<file path="src/rtl/sprite_pkg.sv">
// Shared geometry defaults and FSM encoding for the bouncing-sprite motion scheduler.
package sprite_pkg;
    localparam int HC_DEF    = 800;
    localparam int VC_DEF    = 600;
    localparam int SW_DEF    = 200;
    localparam int SH_DEF    = 150;
    localparam int POS_W_DEF = 11;
    localparam int XMAX_DEF  = HC_DEF - SW_DEF;
    localparam int YMAX_DEF  = VC_DEF - SH_DEF;

    typedef enum logic [1:0] {
        IDLE   = 2'd0,
        STEP_H = 2'd1,
        STEP_V = 2'd2,
        COMMIT = 2'd3
    } state_t;
endpackage

</file>
<file path="src/rtl/sprite_motion_ctrl_if.sv">
// Host override channel: position/direction request with valid/ready handshake.
interface sprite_motion_ctrl_if #(
    parameter int POS_W = sprite_pkg::POS_W_DEF
);
    logic             cmd_valid;
    logic             cmd_ready;
    logic [POS_W-1:0] cmd_x;
    logic [POS_W-1:0] cmd_y;
    logic             cmd_dir_h;
    logic             cmd_dir_v;

    modport master (output cmd_valid, cmd_x, cmd_y, cmd_dir_h, cmd_dir_v, input cmd_ready);
    modport slave  (input cmd_valid, cmd_x, cmd_y, cmd_dir_h, cmd_dir_v, output cmd_ready);
endinterface

</file>
<file path="src/rtl/sprite_axis_step.sv">
// One-axis motion step: advances pos by step in dir, clamping and reversing at 0 / max.
module sprite_axis_step #(
    parameter int POS_W = sprite_pkg::POS_W_DEF
) (
    input  logic [POS_W-1:0] pos,
    input  logic             dir,
    input  logic [3:0]       step,
    input  logic [POS_W-1:0] max,
    output logic [POS_W-1:0] next_pos,
    output logic             next_dir,
    output logic             bounce
);
    logic [POS_W:0] pos_e;
    logic [POS_W:0] step_e;
    logic [POS_W:0] sum;

    assign pos_e  = {1'b0, pos};
    assign step_e = (POS_W+1)'(step);
    assign sum    = pos_e + step_e;

    always_comb begin
        next_pos = pos;
        next_dir = dir;
        bounce   = 1'b0;
        // A zero step never bounces, even when parked on an edge.
        if (step != 4'd0) begin
            if (dir) begin
                if (sum >= {1'b0, max}) begin
                    next_pos = max;
                    next_dir = 1'b0;
                    bounce   = 1'b1;
                end else begin
                    next_pos = sum[POS_W-1:0];
                end
            end else begin
                if (pos_e <= step_e) begin
                    next_pos = '0;
                    next_dir = 1'b1;
                    bounce   = 1'b1;
                end else begin
                    next_pos = pos - POS_W'(step);
                end
            end
        end
    end
endmodule

</file>
<file path="src/rtl/sprite_motion_ctrl.sv">
// Frame-synchronous sprite origin scheduler: steps during vblank, bounces at edges,
// accepts host overrides, and publishes the origin only after a COMMIT.
module sprite_motion_ctrl
    import sprite_pkg::*;
#(
    parameter int HC        = HC_DEF,
    parameter int VC        = VC_DEF,
    parameter int SW        = SW_DEF,
    parameter int SH        = SH_DEF,
    parameter int INIT_X    = 200,
    parameter int INIT_Y    = 200,
    parameter int FRAME_DIV = 1,
    parameter int POS_W     = POS_W_DEF
) (
    input  logic               clk,
    input  logic               rst_n,
    input  logic               frame_tick,
    input  logic [3:0]         step,
    input  logic               pause,
    sprite_motion_ctrl_if.slave cmd,
    output logic [POS_W-1:0]   pos_x,
    output logic [POS_W-1:0]   pos_y,
    output logic               frame_done,
    output logic               bounce_h,
    output logic               bounce_v
);
    localparam logic [POS_W-1:0] XMAX     = POS_W'(HC - SW);
    localparam logic [POS_W-1:0] YMAX     = POS_W'(VC - SH);
    localparam int               DIV_W    = (FRAME_DIV > 1) ? $clog2(FRAME_DIV) : 1;
    localparam logic [DIV_W-1:0] DIV_LAST = DIV_W'(FRAME_DIV - 1);

    state_t           state;
    logic [POS_W-1:0] x, y;
    logic             dir_h, dir_v;
    logic [DIV_W-1:0] div_cnt;
    logic             commit_q;

    logic [POS_W-1:0] nx, ny, cx, cy;
    logic             ndh, ndv, bh, bv, hs;

    sprite_axis_step #(.POS_W(POS_W)) u_step_h (
        .pos(x), .dir(dir_h), .step(step), .max(XMAX),
        .next_pos(nx), .next_dir(ndh), .bounce(bh)
    );

    sprite_axis_step #(.POS_W(POS_W)) u_step_v (
        .pos(y), .dir(dir_v), .step(step), .max(YMAX),
        .next_pos(ny), .next_dir(ndv), .bounce(bv)
    );

    assign hs = cmd.cmd_valid && cmd.cmd_ready;
    assign cx = (cmd.cmd_x > XMAX) ? XMAX : cmd.cmd_x;
    assign cy = (cmd.cmd_y > YMAX) ? YMAX : cmd.cmd_y;

    always_ff @(posedge clk) begin
        if (!rst_n) begin
            state         <= IDLE;
            x             <= POS_W'(INIT_X);
            y             <= POS_W'(INIT_Y);
            pos_x         <= POS_W'(INIT_X);
            pos_y         <= POS_W'(INIT_Y);
            dir_h         <= 1'b1;
            dir_v         <= 1'b1;
            div_cnt       <= '0;
            commit_q      <= 1'b0;
            cmd.cmd_ready <= 1'b1;
            frame_done    <= 1'b0;
            bounce_h      <= 1'b0;
            bounce_v      <= 1'b0;
        end else begin
            bounce_h   <= 1'b0;
            bounce_v   <= 1'b0;
            commit_q   <= 1'b0;
            frame_done <= commit_q;
            // Publish one cycle after COMMIT; x/y cannot move until IDLE has been reached.
            if (commit_q) begin
                pos_x <= x;
                pos_y <= y;
            end
            unique case (state)
                IDLE: begin
                    if (hs) begin
                        x     <= cx;
                        y     <= cy;
                        dir_h <= cmd.cmd_dir_h;
                        dir_v <= cmd.cmd_dir_v;
                    end
                    if (frame_tick) begin
                        cmd.cmd_ready <= 1'b0;
                        if (hs) begin
                            state <= COMMIT;
                        end else if (pause || div_cnt != DIV_LAST) begin
                            if (!pause) div_cnt <= div_cnt + DIV_W'(1);
                            state <= COMMIT;
                        end else begin
                            div_cnt <= '0;
                            state   <= STEP_H;
                        end
                    end
                end
                STEP_H: begin
                    x        <= nx;
                    dir_h    <= ndh;
                    bounce_h <= bh;
                    state    <= STEP_V;
                end
                STEP_V: begin
                    y        <= ny;
                    dir_v    <= ndv;
                    bounce_v <= bv;
                    state    <= COMMIT;
                end
                COMMIT: begin
                    commit_q      <= 1'b1;
                    cmd.cmd_ready <= 1'b1;
                    state         <= IDLE;
                end
                default: state <= IDLE;
            endcase
        end
    end
endmodule

</file>
<file path="src/flat_wrapper.sv">
// flat-port wrapper written by rule: the top's interface ports become plain ports
module sprite_motion_ctrl_flat import sprite_pkg::*;
#(
    parameter int HC        = HC_DEF,
    parameter int VC        = VC_DEF,
    parameter int SW        = SW_DEF,
    parameter int SH        = SH_DEF,
    parameter int INIT_X    = 200,
    parameter int INIT_Y    = 200,
    parameter int FRAME_DIV = 1,
    parameter int POS_W     = POS_W_DEF
)
  (clk, rst_n, frame_tick, step, pause, pos_x, pos_y, frame_done, bounce_h, bounce_v, cmd_cmd_valid, cmd_cmd_x, cmd_cmd_y, cmd_cmd_dir_h, cmd_cmd_dir_v, cmd_cmd_ready);
  sprite_motion_ctrl_if #(.POS_W(POS_W)) cmd_i ();
  input  logic clk;
  input  logic rst_n;
  input  logic frame_tick;
  input  logic [3:0] step;
  input  logic pause;
  output logic [POS_W-1:0] pos_x;
  output logic [POS_W-1:0] pos_y;
  output logic frame_done;
  output logic bounce_h;
  output logic bounce_v;
  input wire logic [$bits(cmd_i.cmd_valid)-1:0] cmd_cmd_valid;
  input wire logic [$bits(cmd_i.cmd_x)-1:0] cmd_cmd_x;
  input wire logic [$bits(cmd_i.cmd_y)-1:0] cmd_cmd_y;
  input wire logic [$bits(cmd_i.cmd_dir_h)-1:0] cmd_cmd_dir_h;
  input wire logic [$bits(cmd_i.cmd_dir_v)-1:0] cmd_cmd_dir_v;
  output wire logic [$bits(cmd_i.cmd_ready)-1:0] cmd_cmd_ready;
  assign cmd_i.cmd_valid = cmd_cmd_valid;
  assign cmd_i.cmd_x = cmd_cmd_x;
  assign cmd_i.cmd_y = cmd_cmd_y;
  assign cmd_i.cmd_dir_h = cmd_cmd_dir_h;
  assign cmd_i.cmd_dir_v = cmd_cmd_dir_v;
  assign cmd_cmd_ready = cmd_i.cmd_ready;
  sprite_motion_ctrl #(.HC(HC), .VC(VC), .SW(SW), .SH(SH), .INIT_X(INIT_X), .INIT_Y(INIT_Y), .FRAME_DIV(FRAME_DIV), .POS_W(POS_W)) u_core (.clk(clk), .rst_n(rst_n), .frame_tick(frame_tick), .step(step), .pause(pause), .cmd(cmd_i), .pos_x(pos_x), .pos_y(pos_y), .frame_done(frame_done), .bounce_h(bounce_h), .bounce_v(bounce_v));
endmodule
</file>
<file path="config.mk">
export PLATFORM = sky130hd
export DESIGN_NAME = sprite_motion_ctrl_flat
export DESIGN_NICKNAME = d
export VERILOG_FILES = /design/src/rtl/sprite_pkg.sv /design/src/rtl/sprite_motion_ctrl_if.sv /design/src/rtl/sprite_axis_step.sv /design/src/rtl/sprite_motion_ctrl.sv /design/src/flat_wrapper.sv
export SDC_FILE = /design/constraint.sdc
export NUM_CORES = 1
export LEC_CHECK = 0
export CORE_UTILIZATION = 65
export DETAILED_ROUTE_END_ITERATION = 12
export DONT_BUFFER_PORTS = 1
export PLACE_DENSITY = 0.84
export SLEW_MARGIN = 20
export SYNTH_ARGS = -nofsm -noshare
export SYNTH_HDL_FRONTEND = slang
export SYNTH_SLANG_ARGS = --single-unit
</file>
<file path="constraint.sdc">
create_clock -name clk -period 3.45 [get_ports clk]
set_input_delay 0.5175 -clock clk [delete_from_list [all_inputs] [get_ports clk]]
set_output_delay 0.5175 -clock clk [all_outputs]
set_load 0.05 [all_outputs]
</file>
== Word-level counts from Yosys, hierarchy flattened ==
Cells that the tools add are included.

* Flip-flop bits (word level): 54
* Input bits: 33
* Output and inout bits: 26
* Logic and storage cells: 85

* Add/subtract/negate cells: 5
* Magnitude comparators: 6
* Eq/ne operators: 8
* Mux-type cells: 39
* Bitwise operators: 1
* Reduce and logical (&&, ||, !) cells: 13

{| class="wikitable"
|+ Operator list
! kind !! number
|-
| 2-to-1 mux 11 bit || 12
|-
| case mux 11 bit (2 select lines) || 2
|-
| adder 11 x 4 -> 12 bit || 2
|-
| less-or-equal comparator 11 x 4 -> 1 bit || 2
|-
| subtractor 11 x 4 -> 11 bit || 2
|-
| 2-to-1 mux 1 bit || 18
|-
| greater-or-equal comparator 12 x 10 -> 1 bit, second input constant || 1
|-
| greater-or-equal comparator 12 x 9 -> 1 bit, second input constant || 1
|-
| AND reduction 3 bit || 4
|-
| > comparator 11 x 10 -> 1 bit, second input constant || 1
|-
| > comparator 11 x 9 -> 1 bit, second input constant || 1
|-
| != test 2 bit, second input constant || 4
|-
| case mux 2 bit (4 select lines) || 1
|-
| 2-to-1 mux 2 bit || 3
|-
| case mux 1 bit (2 select lines) || 3
|-
| nonzero test 2 bit || 3
|-
| == test 2 bit, second input constant || 2
|-
| AND reduction 4 bit || 1
|-
| nonzero test 4 bit || 1
|-
| == test 2 x 1 -> 1 bit, second input constant || 1
|-
| zero test 2 bit || 1
|-
| != test 2 x 1 -> 1 bit, second input constant || 1
|-
| AND reduction 2 bit || 1
|-
| adder 1 bit, second input constant || 1
|-
| 3 further kinds || 3
|}

== Logic depth before layout (Yosys ltp) ==
Gate-level depths: netlist of run 1.

* Word-level depth: 6
* Depth in mapped cells: 11
* Depth with buffers taken out: 11

== Hierarchy ==
A second synthesis of run 1 with hierarchy kept.

* Cell total of the unflattened synthesis: 620
* Area total of the unflattened synthesis: 4983.5 µm²

{| class="wikitable"
|+ By module, submodules not included
! module !! instances !! cells each !! area an instance (µm²) !! seq. area each (µm²)
|-
| sprite_axis_step || 2 || 176 || 1271.2 || 0.0
|-
| sprite_motion_ctrl || 1 || 268 || 2441.1 || 1081.0
|}

== Worst setup path after synthesis of run 1 ==
Ideal clock, no wire load.

* Path type: input-to-reg
* From: input step[0]
* To: register u_core.y[4]
* Library setup time: 137 ps
* Arrival time: 2486 ps
* Data required time: 3313 ps
* Slack: 828 ps
* Stages: 10
* Path buffers: 0
* Cell sequence: ha_1 > fa_1 > nor2b_2 > o2111ai_1 > nand2_1 > xnor2_1 > and3b_1 > a211oi_1 > a2111oi_1 > o22ai_1

* Word-level cells in the longest chain between the ends: 6
* Elaborated cells on any way between the ends: 12
* Those cells by class: add/sub: 2; order compare: 2; eq/ne: 1; mux: 5; reduce/logical: 2

{| class="wikitable"
|+ RTL lines
! what !! line !! RTL
|-
| from (decl) || flat_wrapper.sv:18 || <nowiki>input logic [3:0] step;</nowiki>
|-
| adder 11 x 4 -> 12 bit || sprite_axis_step.sv:19 || <nowiki>assign sum = pos_e + step_e;</nowiki>
|-
| greater-or-equal comparator 12 x 9 -> 1 bit || sprite_axis_step.sv:28 || <nowiki>if (sum >= {1'b0, max}) begin</nowiki>
|-
| 2-to-1 mux 11 bit || sprite_axis_step.sv:28 ||
|-
| 2-to-1 mux 11 bit || sprite_axis_step.sv:27 || <nowiki>if (dir) begin</nowiki>
|-
| 2-to-1 mux 11 bit || sprite_axis_step.sv:26 || <nowiki>if (step != 4'd0) begin</nowiki>
|-
| case mux 11 bit (2 select lines) || sprite_motion_ctrl.sv:80 || <nowiki>unique case (state)</nowiki>
|-
| to (signal assigned) || sprite_motion_ctrl.sv:59 || <nowiki>y <= POS_W'(INIT_Y);</nowiki>
|-
| to (signal assigned) || sprite_motion_ctrl.sv:84 || <nowiki>y <= cy;</nowiki>
|-
| to (signal assigned) || sprite_motion_ctrl.sv:108 || <nowiki>y <= ny;</nowiki>
|-
| to (decl) || sprite_motion_ctrl.sv:33 || <nowiki>logic [POS_W-1:0] x, y;</nowiki>
|}

Several ways; a longest one is shown, not always the timed one. The select of a mux whose other input is x is not followed.
A chain may end at the register's enable or synchronous reset.

== Worst setup path after layout of run 1 ==
* From: register u_core.x[0]
* To: register u_core.x[1]

* Word-level cells in the longest chain between the ends: 6
* Elaborated cells on any way between the ends: 9
* Those cells by class: add/sub: 2; order compare: 2; mux: 5

{| class="wikitable"
|+ RTL lines
! what !! line !! RTL
|-
| from (decl) || sprite_motion_ctrl.sv:33 ||
|-
| from (signal assigned) || sprite_motion_ctrl.sv:58 || <nowiki>x <= POS_W'(INIT_X);</nowiki>
|-
| from (signal assigned) || sprite_motion_ctrl.sv:102 || <nowiki>x <= nx;</nowiki>
|-
| adder 11 x 4 -> 12 bit || sprite_axis_step.sv:19 ||
|-
| greater-or-equal comparator 12 x 10 -> 1 bit || sprite_axis_step.sv:28 ||
|-
| 2-to-1 mux 11 bit || sprite_axis_step.sv:28 ||
|-
| 2-to-1 mux 11 bit (*) || sprite_axis_step.sv:27 ||
|-
| 2-to-1 mux 11 bit (*) || sprite_axis_step.sv:26 ||
|-
| case mux 11 bit (2 select lines) (*) || sprite_motion_ctrl.sv:80 ||
|}

Mark *: on every way between the ends. The rest lies on a longest branch, timed or not. The select of a mux whose other input is x is not followed.

==> results of run 1 <==
## stage by stage
stage,worst slack [ns],hold slack [ns],power (W),util,area [um2]
detailed placement,0.574,0.424,0.00277,0.682,4040
global route,0.484,0.273,0.00349,0.700,4150
finish,0.629,0.276,0.00326,0.700,4150
global placement,0.608,0.414,0.00274,0.682,4040
CTS,0.688,0.267,0.00321,0.700,4150
floorplan,0.828,0.407,0.00235,-,4010
## cell usage after synthesis, drive strengths merged (3+ instances only)
cell	number	area, um2
nand2b	11	71.3
nor3	26	130
a31oi	4	25.0
fa	4	80.1
xor2	6	52.6
dfxtp	54	1080
and3	5	31.3
a221oi	4	53.8
a2111oi	3	27.5
a21oi	41	213
and2	3	18.8
a32oi	3	33.8
or4	4	37.5
nor2	54	220
nand3	20	100
o21a	6	45.0
o211ai	6	45.0
a211oi	5	37.5
or3	6	37.5
buf	12	66.3
o22ai	7	43.8
o21ai	31	170
o311ai	5	61.3
nand4	3	18.8
clkbuf	19	71.3
inv	25	93.8
o2111ai	6	52.6
nor2b	7	46.3
mux2i	23	230
o21bai	3	22.5
nand2	38	143
a211o	4	38.8
ha	20	250
nor4	4	25.0
xnor2	11	96.3
## placed cells by master (no fill, tap or decap), types with 3 or more instances in the layout
master / netlist / routed
sky130_fd_sc_hd__o22ai_1: 7 / 7
sky130_fd_sc_hd__o21bai_1: 3 / 3
sky130_fd_sc_hd__o2111ai_1: 6 / 6
sky130_fd_sc_hd__ha_1: 20 / 20
sky130_fd_sc_hd__a21oi_1: 39 / 39
sky130_fd_sc_hd__a31oi_1: 4 / 4
sky130_fd_sc_hd__nand2b_1: 10 / 10
sky130_fd_sc_hd__nor4_1: 4 / 4
sky130_fd_sc_hd__and3_1: 5 / 5
sky130_fd_sc_hd__nor3_1: 26 / 26
sky130_fd_sc_hd__fa_1: 4 / 4
sky130_fd_sc_hd__a211oi_1: 5 / 5
sky130_fd_sc_hd__o311ai_1: 3 / 3
sky130_fd_sc_hd__a221oi_2: 3 / 3
sky130_fd_sc_hd__inv_1: 25 / 25
sky130_fd_sc_hd__clkbuf_8: 0 / 5
sky130_fd_sc_hd__a211o_2: 3 / 3
sky130_fd_sc_hd__xnor2_1: 11 / 11
sky130_fd_sc_hd__nand3_1: 20 / 20
sky130_fd_sc_hd__o21ai_0: 25 / 25
sky130_fd_sc_hd__nand2_1: 38 / 38
sky130_fd_sc_hd__dfxtp_1: 54 / 54
sky130_fd_sc_hd__nor2_1: 51 / 51
sky130_fd_sc_hd__or3_1: 6 / 6
sky130_fd_sc_hd__and2_1: 3 / 3
sky130_fd_sc_hd__buf_4: 0 / 9
sky130_fd_sc_hd__nand4_1: 3 / 3
sky130_fd_sc_hd__mux2i_1: 23 / 23
sky130_fd_sc_hd__nor2b_1: 6 / 6
sky130_fd_sc_hd__o21ai_1: 4 / 4
sky130_fd_sc_hd__o21a_1: 6 / 6
sky130_fd_sc_hd__xor2_1: 6 / 6
sky130_fd_sc_hd__o211ai_1: 6 / 6
## worst max-delay path, cell delays in order, from the launching register on
cell                       delay (ns)
sky130_fd_sc_hd__dfxtp_1         0.46
sky130_fd_sc_hd__ha_1            0.22
sky130_fd_sc_hd__inv_1           0.06
sky130_fd_sc_hd__fa_1            0.48
sky130_fd_sc_hd__nor2_4          0.17
sky130_fd_sc_hd__o311ai_4        0.15
sky130_fd_sc_hd__xnor2_1         0.20
sky130_fd_sc_hd__a32oi_1         0.20
sky130_fd_sc_hd__o21ai_2         0.11
sky130_fd_sc_hd__o21ai_4         0.32
sky130_fd_sc_hd__a221oi_2        0.10
sky130_fd_sc_hd__o41ai_2         0.26
## final timing paths
| path | to |
|---|---|
| worst max-delay path | u_core.x[1]$_SDFFE_PN0P_ |
| worst min-delay path | u_core.pos_x[3]$_SDFFE_PN1P_ |
| worst max register to register | u_core.x[1]$_SDFFE_PN0P_ |
| worst min register to register | u_core.div_cnt$_SDFFE_PN0P_ |
## registers in the layout, summed over array words and instances, names as in the netlist
name and count:
u_core.bounce_h 1, u_core.dir_h 1, u_core.div_cnt 1, u_core.pos_x 11
u_core.dir_v 1, u_core.bounce_v 1, u_core.frame_done 1, u_core.pos_y 11
u_core.x 11, u_core.commit_q 1, u_core.y 11, u_core.cmd.cmd_ready 1
u_core.state 2
## report_power, final
part | internal (W) | switching [W]
clock | 0.000217 | 0.000219
sequential | 0.000738 | 0.000270
combinational | 0.000712 | 0.00111
total | 0.00167 | 0.00160
## final cells by class
class | instances | share of cell area
inverter | 25 | 0.0226
clock buffer | 6 | 0.0175
timing repair buffer | 9 | 0.0163
sequential | 54 | 0.261
multi-input combinational | 400 | 0.651
clock inverter | 2 | 0.00906
tap | 75 | 0.0226
## kinds of logic (layout without fill, tap and decap cells)
kind of cell             after synthesis  in the layout
AO/OA/AOI/OAI                        144            144
XOR/XNOR                              17             17
adder cells (fa/ha/maj)               24             24
buffers and inverters                 56             42
flip-flops                            54             54
multiplexers                          24             24
AND/OR/NAND/NOR                      191            191
## metal layers
metal	wire length, um	global-route usage
met1	4710	0.507
met2	4560	0.503
met3	1220	0.0693
met4	199	0.127
met5	0	0
==> impl_metrics.ini, run 1 <==
[yosys]
yosysSeqAreaShare = 0.269
synth_top_family_by_area = compound AO/OA/AOI/OAI gates
synthDistinctLibCells = 73
synthesized_area_per_cell_um2 = 7.87
synth_compound_area_frac = 0.254
synth-simple-area-share = 0.239
yosys_most_used_dff = sky130_fd_sc_hd__dfxtp_1
synth.cell_area_um2 = 4010
synth-edff-count = 0
synth_fp_nets = 567
xor_xnor_share_of_the_synthesized_area = 0.0371
async_flop_share = 0
yosysWarnings = 0
netlist_instances = 510
ys_seq_elements = 54
post_synth_fa_ha_maj_area_fraction = 0.0823
synth.area.mux_share = 0.0602

[floorplan]
start_util = 0.678
die-area_um2 = 6490
core_um2 = 5920
fp-row-count = 28
die_h_um = 80.6
die_w_um = 80.6
total_i_o_pin_count = 59

[clocking]
ctsResizeCount = 0
post_cts_hold_buffer_count = 0
cts_htree_levels = 2
cts_num_sinks = 54
cts_post_setup_buffers_inserted = 0
clock_insertion_delay_worst_skew_ns = 0.31
clkSlewWorstSetupHoldPaths_ns = 0.10
clk_path_buf_depth = 2
cts_root_buf = sky130_fd_sc_hd__clkbuf_8
tritoncts = built
cts-buffers-inserted = 5

[worst_hold_path]
hold-path-cell-count = 1
hold_path_startpoint = rst_n
timing.hold.worst.class = input pin to register

[detailed_routing]
routedWlPerCell_um = 18.7
final_routed_wirelength_um = 10700
detail_route.iter0.violations = 390
avgViaCountPerCell = 6.75
drc = 0
dr.pass1.iters = 5
drtAntennaViolNets = 0
route.vias.total = 3855

[power_and_ir_drop]
p_per_area_nw_per_um2 = 787
ir_worst_vdd_mv = 0.578
leakage_nw = 1.51

[layout]
num_antenna_cells = 0
area.sequential_um2 = 1080
synth_to_layout_area_growth_pct = 3.34
final_nets = 552
layout-drive-gt1-share = 0.0786
footprint_of_the_multi_input_gates_um2 = 2700
fin_cells = 571
nFillCells = 474

[sta]
final-max-slew-violation-count = 0
unrepaired_setup_endpoints_after_global_routing = no
timing.setup.tns_ns = 0
max-slew-margin-rel = 0.423
timing.final.crit_period_ns = 2.82
worst-slew-pin-transition_ns = 0.857
maxClockFrequency_mhz = 354
setup_viol_count_final = 0
timing.final.crit_share = 0.818
timing.final.hold_violations = 0
skew_ns = 0.00894

[worst_setup_path]
rr_startpoint = u_core.x[0]$_SDFFE_PN0P_
max_fanout_on_critical_path = 9
start_kind = register
cp_data_required_time_ns = 3.67
timing.reg2reg.worst_path_depth = 11
crit_path_end_kind = register
criticalPathCategory = register to register
critical_path.startpoint = u_core.x[0]$_SDFFE_PN0P_
cp_data_arrival_time_ns = 3.04
r2r_setup_slack_ns = 0.63

[placed_design]
post-place-cells = 563
detailed_place_hpwl_um = 8010
place.port_buffers = 0
place.gp.congestion = 0.980

[global_routing]
grt_start_max_net_pins = 29
grt.overflow.total = 0
via_count_of_the_first_global_routing_pass = 3560
grt_antenna_before_repair = 0
grtUsageTotal = 0.350
grt_first_pass_wirelength_um = 17400

[run]
maxCapViolations = 0

[run_status]
status = completed
No activity file was read; power rests on OpenSTA's default activity.
==> inputs of run 2 (changes only) <==
Settings changed: ABC_AREA set to 1, CORE_UTILIZATION 65 to 58, PLACE_DENSITY 0.84 to 0.79.
Clock period 3.45 ns to 2.4 ns, I/O delays scaled along.
==> impl_metrics.ini, run 2 <==
[floorplan]
fp-row-count = 30
start_util = 0.601
die-area_um2 = 7380
die_w_um = 85.9
total_i_o_pin_count = 59
core_um2 = 6790
die_h_um = 85.9

[global_routing]
via_count_of_the_first_global_routing_pass = 3834
grt_antenna_before_repair = 0
grt_start_max_net_pins = 34
grt.overflow.total = 0
grt_first_pass_wirelength_um = 19100
grtUsageTotal = 0.333

[worst_setup_path]
crit_path_end_kind = register
criticalPathCategory = register to register
cp_data_arrival_time_ns = 2.46
max_fanout_on_critical_path = 7
cp_data_required_time_ns = 2.60
timing.critical_path.slowest_cell_delay_ns = 0.39
worstPathCellList = ha_4, inv_1, fa_2, nor2_1, nand2_1, nand2_2, nand2_2, o21ai_1, nand2_1, nand2_2, nand2_4, nand2_8, o21ai_1, nand2_1, o211ai_1
timing.critical_path.slowest_stage_cell = sky130_fd_sc_hd__dfxtp_4
critical-path-top-delay-family = simple AND/OR/NAND/NOR gates
start_kind = register
critical_path.n_buffers_inverters = 1

[yosys]
synthDistinctLibCells = 42
synth_fp_nets = 685
synth_top_cells_by_area = sky130_fd_sc_hd__dfxtp_1 (26%), sky130_fd_sc_hd__nand2_1 (15%), sky130_fd_sc_hd__a21oi_1 (6.5%), sky130_fd_sc_hd__ha_1 (6.1%), sky130_fd_sc_hd__o21ai_0 (5.5%)
netlist_instances = 628
yosys_most_used_dff = sky130_fd_sc_hd__dfxtp_1
yosysWarnings = 0
post-synth-top-area-fraction = 0.265
ys_seq_elements = 54
synth-edff-count = 0
synth.cell_area_um2 = 4080
yosysSeqAreaShare = 0.265
yosysMostFrequentCell = sky130_fd_sc_hd__nand2_1
async_flop_share = 0
synthesized_area_per_cell_um2 = 6.50
yosys.area.top_type = sky130_fd_sc_hd__dfxtp_1
synth.top_cells.by_count = sky130_fd_sc_hd__nand2_1 (160), sky130_fd_sc_hd__inv_1 (59), sky130_fd_sc_hd__dfxtp_1 (54), sky130_fd_sc_hd__a21oi_1 (53), sky130_fd_sc_hd__nor2_1 (52)

[layout]
nFillCells = 624
most-common-layout-cells = sky130_fd_sc_hd__nand2_1 (160), sky130_fd_sc_hd__inv_1 (59), sky130_fd_sc_hd__dfxtp_1 (52)
synth_to_layout_area_growth_pct = 7.72
num_antenna_cells = 0
leading_cell_type_in_the_layout_fill_and_taps_excluded = sky130_fd_sc_hd__nand2_1
final_nets = 688
final_core_util = 0.647
layout-drive-gt1-share = 0.131

[clocking]
tritoncts = built
clk_path_buf_depth = 2
cts-buffers-inserted = 5
cts_num_sinks = 54
cts_htree_levels = 2
post_cts_hold_buffer_count = 0
cts_root_buf = sky130_fd_sc_hd__clkbuf_8
clock_insertion_delay_worst_skew_ns = 0.33
clkSlewWorstSetupHoldPaths_ns = 0.11

[detailed_routing]
detailroute.wirelength.met2_um = 5020
routedWlPerCell_um = 16.5
final_routed_wirelength_um = 12000
avgViaCountPerCell = 5.94
detail_route.iter0.violations = 459
route.vias.total = 4327
drc = 0
met3RoutedLength_um = 1380
dr.pass1.iters = 5
drtAntennaViolNets = 0
routedLengthMet1_um = 5530
dr.max_layer_used = met4

[power_and_ir_drop]
leakage_nw = 2.03
p_per_area_nw_per_um2 = 1190
ir_worst_vdd_mv = 0.597

[worst_hold_path]
timing.hold.worst.class = input pin to register

[run]
maxCapViolations = 0

[run_status]
status = completed

[sta]
timing.final.crit_share = 0.942
postLayoutSetupSlackWorst_ns = 0.140
setup_viol_count_final = 0
timing.final.crit_period_ns = 2.26
max-slew-margin-rel = 0.494
skew_ns = 0.00707
timing.final.hold_violations = 0
final-max-slew-violation-count = 0
worst-slew-pin-transition_ns = 0.758
maxClockFrequency_mhz = 442

[placed_design]
detailed_place_hpwl_um = 9360
place.gp.congestion = 0.986
preCtsSetupSlack_ns = 0.0268
place.port_buffers = 0
run 2: cell families (layout without fill, tap and decap cells):
group                      Yosys count  count (layout)  share of synthesized area
adders and majority gates           24              24                     0.0809
AOI/OAI and AO/OA                  130             130                      0.181
DFF                                 54              54                      0.265
xor gates and xnor gates            15              15                     0.0322
buffers and inverters               94              98                     0.0944
and+or+nand+nor                    311             311                      0.347
run 2: worst register-to-register path, delay by kind of cell (launching register included):
kind	cells	cell delay, ns
buffers and inverters	1	0.05
adders and majority gates	2	0.51
AOI/OAI and AO/OA	3	0.41
and+or+nand+nor	9	0.78
DFF	1	0.39
run 2: repair_timing:
item / CTS / global route
resized for setup: 0 / 15
setup buffers: 0 / 1
setup endpoints to repair: 0 / 15
endpoints found under the hold margin: 0 / 0
run 2: layout make-up:
class	instances	area, um2	share of cell area
inverter	71	267	0.0606
clock inverter	3	47.5	0.0108
sequential	54	1090	0.247
timing repair buffer	19	143	0.0324
tap	96	120	0.0273
multi-input combinational	480	2670	0.606
clock buffer	5	68.8	0.0156
run 2: layer usage:
layer  up-vias  GRT usage
met5         -          0
met4         0     0.0652
met3        12     0.0693
met2       249      0.481
met1      1997      0.506
li1       2069          -
run 2: final timing paths:
path                                from                           end  slack, ns  depth (start not counted)
max             u_core.x[0]$_SDFFE_PN0P_      u_core.x[7]$_SDFFE_PN1P_       0.14                         15
min reg2reg  u_core.div_cnt$_SDFFE_PN0P_   u_core.div_cnt$_SDFFE_PN0P_       0.47                          2
max reg2reg     u_core.x[0]$_SDFFE_PN0P_      u_core.x[7]$_SDFFE_PN1P_       0.14                         15
min                                rst_n  u_core.pos_x[3]$_SDFFE_PN1P_       0.12                          1
run 2: through the flow:
stage / hold WS, ns / total power (W) / area (um2) / TNS [ns] / cells
after floorplan: 0.428 / 0.00365 / 4080 / 0 / 628
after global placement: 0.448 / 0.00440 / 4220 / 0 / 719
after detailed placement: 0.453 / 0.00442 / 4220 / 0 / 719
after CTS: 0.113 / 0.00508 / 4340 / 0 / 727
after global routing: 0.104 / 0.00562 / 4400 / -0.00777 / 728
final: 0.117 / 0.00525 / 4400 / 0 / 728
run 2: power by group:
part           switching [W]  internal (W)  total (W)
Combinational        0.00196       0.00104    0.00300
Sequential          0.000469       0.00111    0.00158
Clock               0.000348      0.000317   0.000666
==> inputs of run 3 (changes only) <==
Settings changed: CORE_MARGIN set to 3.
==> impl_metrics.ini, run 3 (same netlist as run 2, synthesis figures left out) <==
[run_status]
status = completed

[layout]
leading_cell_type_in_the_layout_fill_and_taps_excluded = sky130_fd_sc_hd__nand2_1
design_area_um2 = 4340
num_antenna_cells = 0
nFillCells = 586
most-common-layout-cells = sky130_fd_sc_hd__nand2_1 (159), sky130_fd_sc_hd__inv_1 (59), sky130_fd_sc_hd__a21oi_1 (53)
final_core_util = 0.661
layout-drive-gt1-share = 0.127
synth_to_layout_area_growth_pct = 6.25
final_nets = 684

[worst_setup_path]
cp_data_arrival_time_ns = 2.50
critical_path.n_buffers_inverters = 2
crit_path_end_kind = register
cp_data_required_time_ns = 2.62
max_fanout_on_critical_path = 7
timing.critical_path.slowest_stage_cell = sky130_fd_sc_hd__dfxtp_2
criticalPathCategory = register to register
cp_common_cell = sky130_fd_sc_hd__nand2_1
critical_path.startpoint = u_core.x[0]$_SDFFE_PN0P_
timing.critical_path.slowest_cell_delay_ns = 0.39
rr_startpoint = u_core.x[0]$_SDFFE_PN0P_
start_kind = register
worstPathCellList = ha_4, inv_1, fa_2, nor2_1, nand2_1, nand2_2, nand2_2, nand2_2, inv_1, nand2_1, nand2_1, nand2_1, nand2_2, nand2_4, nand2_8, o21ai_2, nand2_1, nand2_1, nand2_1
critical-path-top-delay-family = simple AND/OR/NAND/NOR gates

[clocking]
clock_insertion_delay_worst_skew_ns = 0.32
cts_num_sinks = 54
tritoncts = built
clkSlewWorstSetupHoldPaths_ns = 0.11
cts_root_buf = sky130_fd_sc_hd__clkbuf_8
cts-buffers-inserted = 5
clk_path_buf_depth = 2
cts_htree_levels = 2
post_cts_hold_buffer_count = 0

[sta]
unrepaired_setup_endpoints_after_global_routing = yes
timing.final.crit_share = 0.949
setup_viol_count_final = 0
worst-slew-pin-transition_ns = 0.751
timing.final.hold_violations = 0
max-slew-margin-rel = 0.499
maxClockFrequency_mhz = 439
final-max-slew-violation-count = 0
skew_ns = 0.00757
timing.final.crit_period_ns = 2.28

[detailed_routing]
drc = 0
detail_route.iter0.violations = 472
routedWlPerCell_um = 16.2
route.vias.total = 4249
drtAntennaViolNets = 0
avgViaCountPerCell = 5.89
final_routed_wirelength_um = 11600
dr.pass1.iters = 5

[floorplan]
total_i_o_pin_count = 59
die_h_um = 89.9
die_w_um = 89.9
start_util = 0.622
core_um2 = 6570
die-area_um2 = 8080
fp-row-count = 29

[global_routing]
via_count_of_the_first_global_routing_pass = 3959
grt_first_pass_wirelength_um = 19200
grtUsageTotal = 0.286
grt.overflow.total = 0
grt_antenna_before_repair = 0
grt_start_max_net_pins = 34

[worst_hold_path]
hold_path_startpoint = rst_n
timing.hold.worst.class = input pin to register

[power_and_ir_drop]
leakage_nw = 2.00
p_per_area_nw_per_um2 = 1170
ir_worst_vdd_mv = 0.669

[placed_design]
place.gp.congestion = 1.01
placed_cell_area_um2 = 4190
place.port_buffers = 0
detailed_place_hpwl_um = 9080

[run]
maxCapViolations = 0
run 3: where the power goes:
part	total [W]	internal, W	switching, W
sequential	0.00161	0.00111	0.000500
clock	0.000569	0.000218	0.000352
combinational	0.00291	0.00102	0.00189
total	0.00509	0.00235	0.00274
run 3: repair_timing:
action	4_1_cts	5_1_grt
endpoints found under the setup margin	2	22
setup buffers	0	1
gates resized for setup	1	13
pin swaps	0	2
run 3: area by class of cell:
type	count	area, um2	share of cell area
inverters	71	267	0.0614
well taps	93	116	0.0268
multi-input cells	480	2660	0.613
repair buffers	15	113	0.0260
clock inverters	3	28.8	0.00663
clock buffers	5	68.8	0.0159
flip-flops and latches	54	1090	0.250
run 3: worst paths after layout:
| path | end | slack, ns | cells after the start |
|---|---|---|---|
| hold reg to reg | u_core.div_cnt$_SDFFE_PN0P_ | 0.46 | 2 |
| setup / recovery | u_core.x[6]$_SDFFE_PN1P_ | 0.12 | 19 |
| hold / removal | u_core.pos_y[3]$_SDFFE_PN1P_ | 0.12 | 1 |
| setup reg to reg | u_core.x[6]$_SDFFE_PN1P_ | 0.12 | 19 |
run 3: per-layer routing:
metal | global-route usage | wire length [um] | vias to the layer above
met5 | 0 | 0 | -
met4 | 0.0497 | 118 | 0
met3 | 0.0876 | 1440 | 18
met2 | 0.435 | 4900 | 244
met1 | 0.405 | 5190 | 1918
li1 | - | - | 2069
run 3: per-stage QoR:
stage               power [W]  setup WS (ns)  hold WS, ns  instances  TNS [ns]
finish                0.00509          0.121        0.117        721         0
global route          0.00547        -0.0742        0.112        721   -0.0978
CTS                   0.00495        0.00893        0.113        720         0
detailed placement    0.00437        -0.0149        0.446        712   -0.0256
global placement      0.00433         0.0109        0.439        712         0
floorplan             0.00365          0.308        0.428        628         0
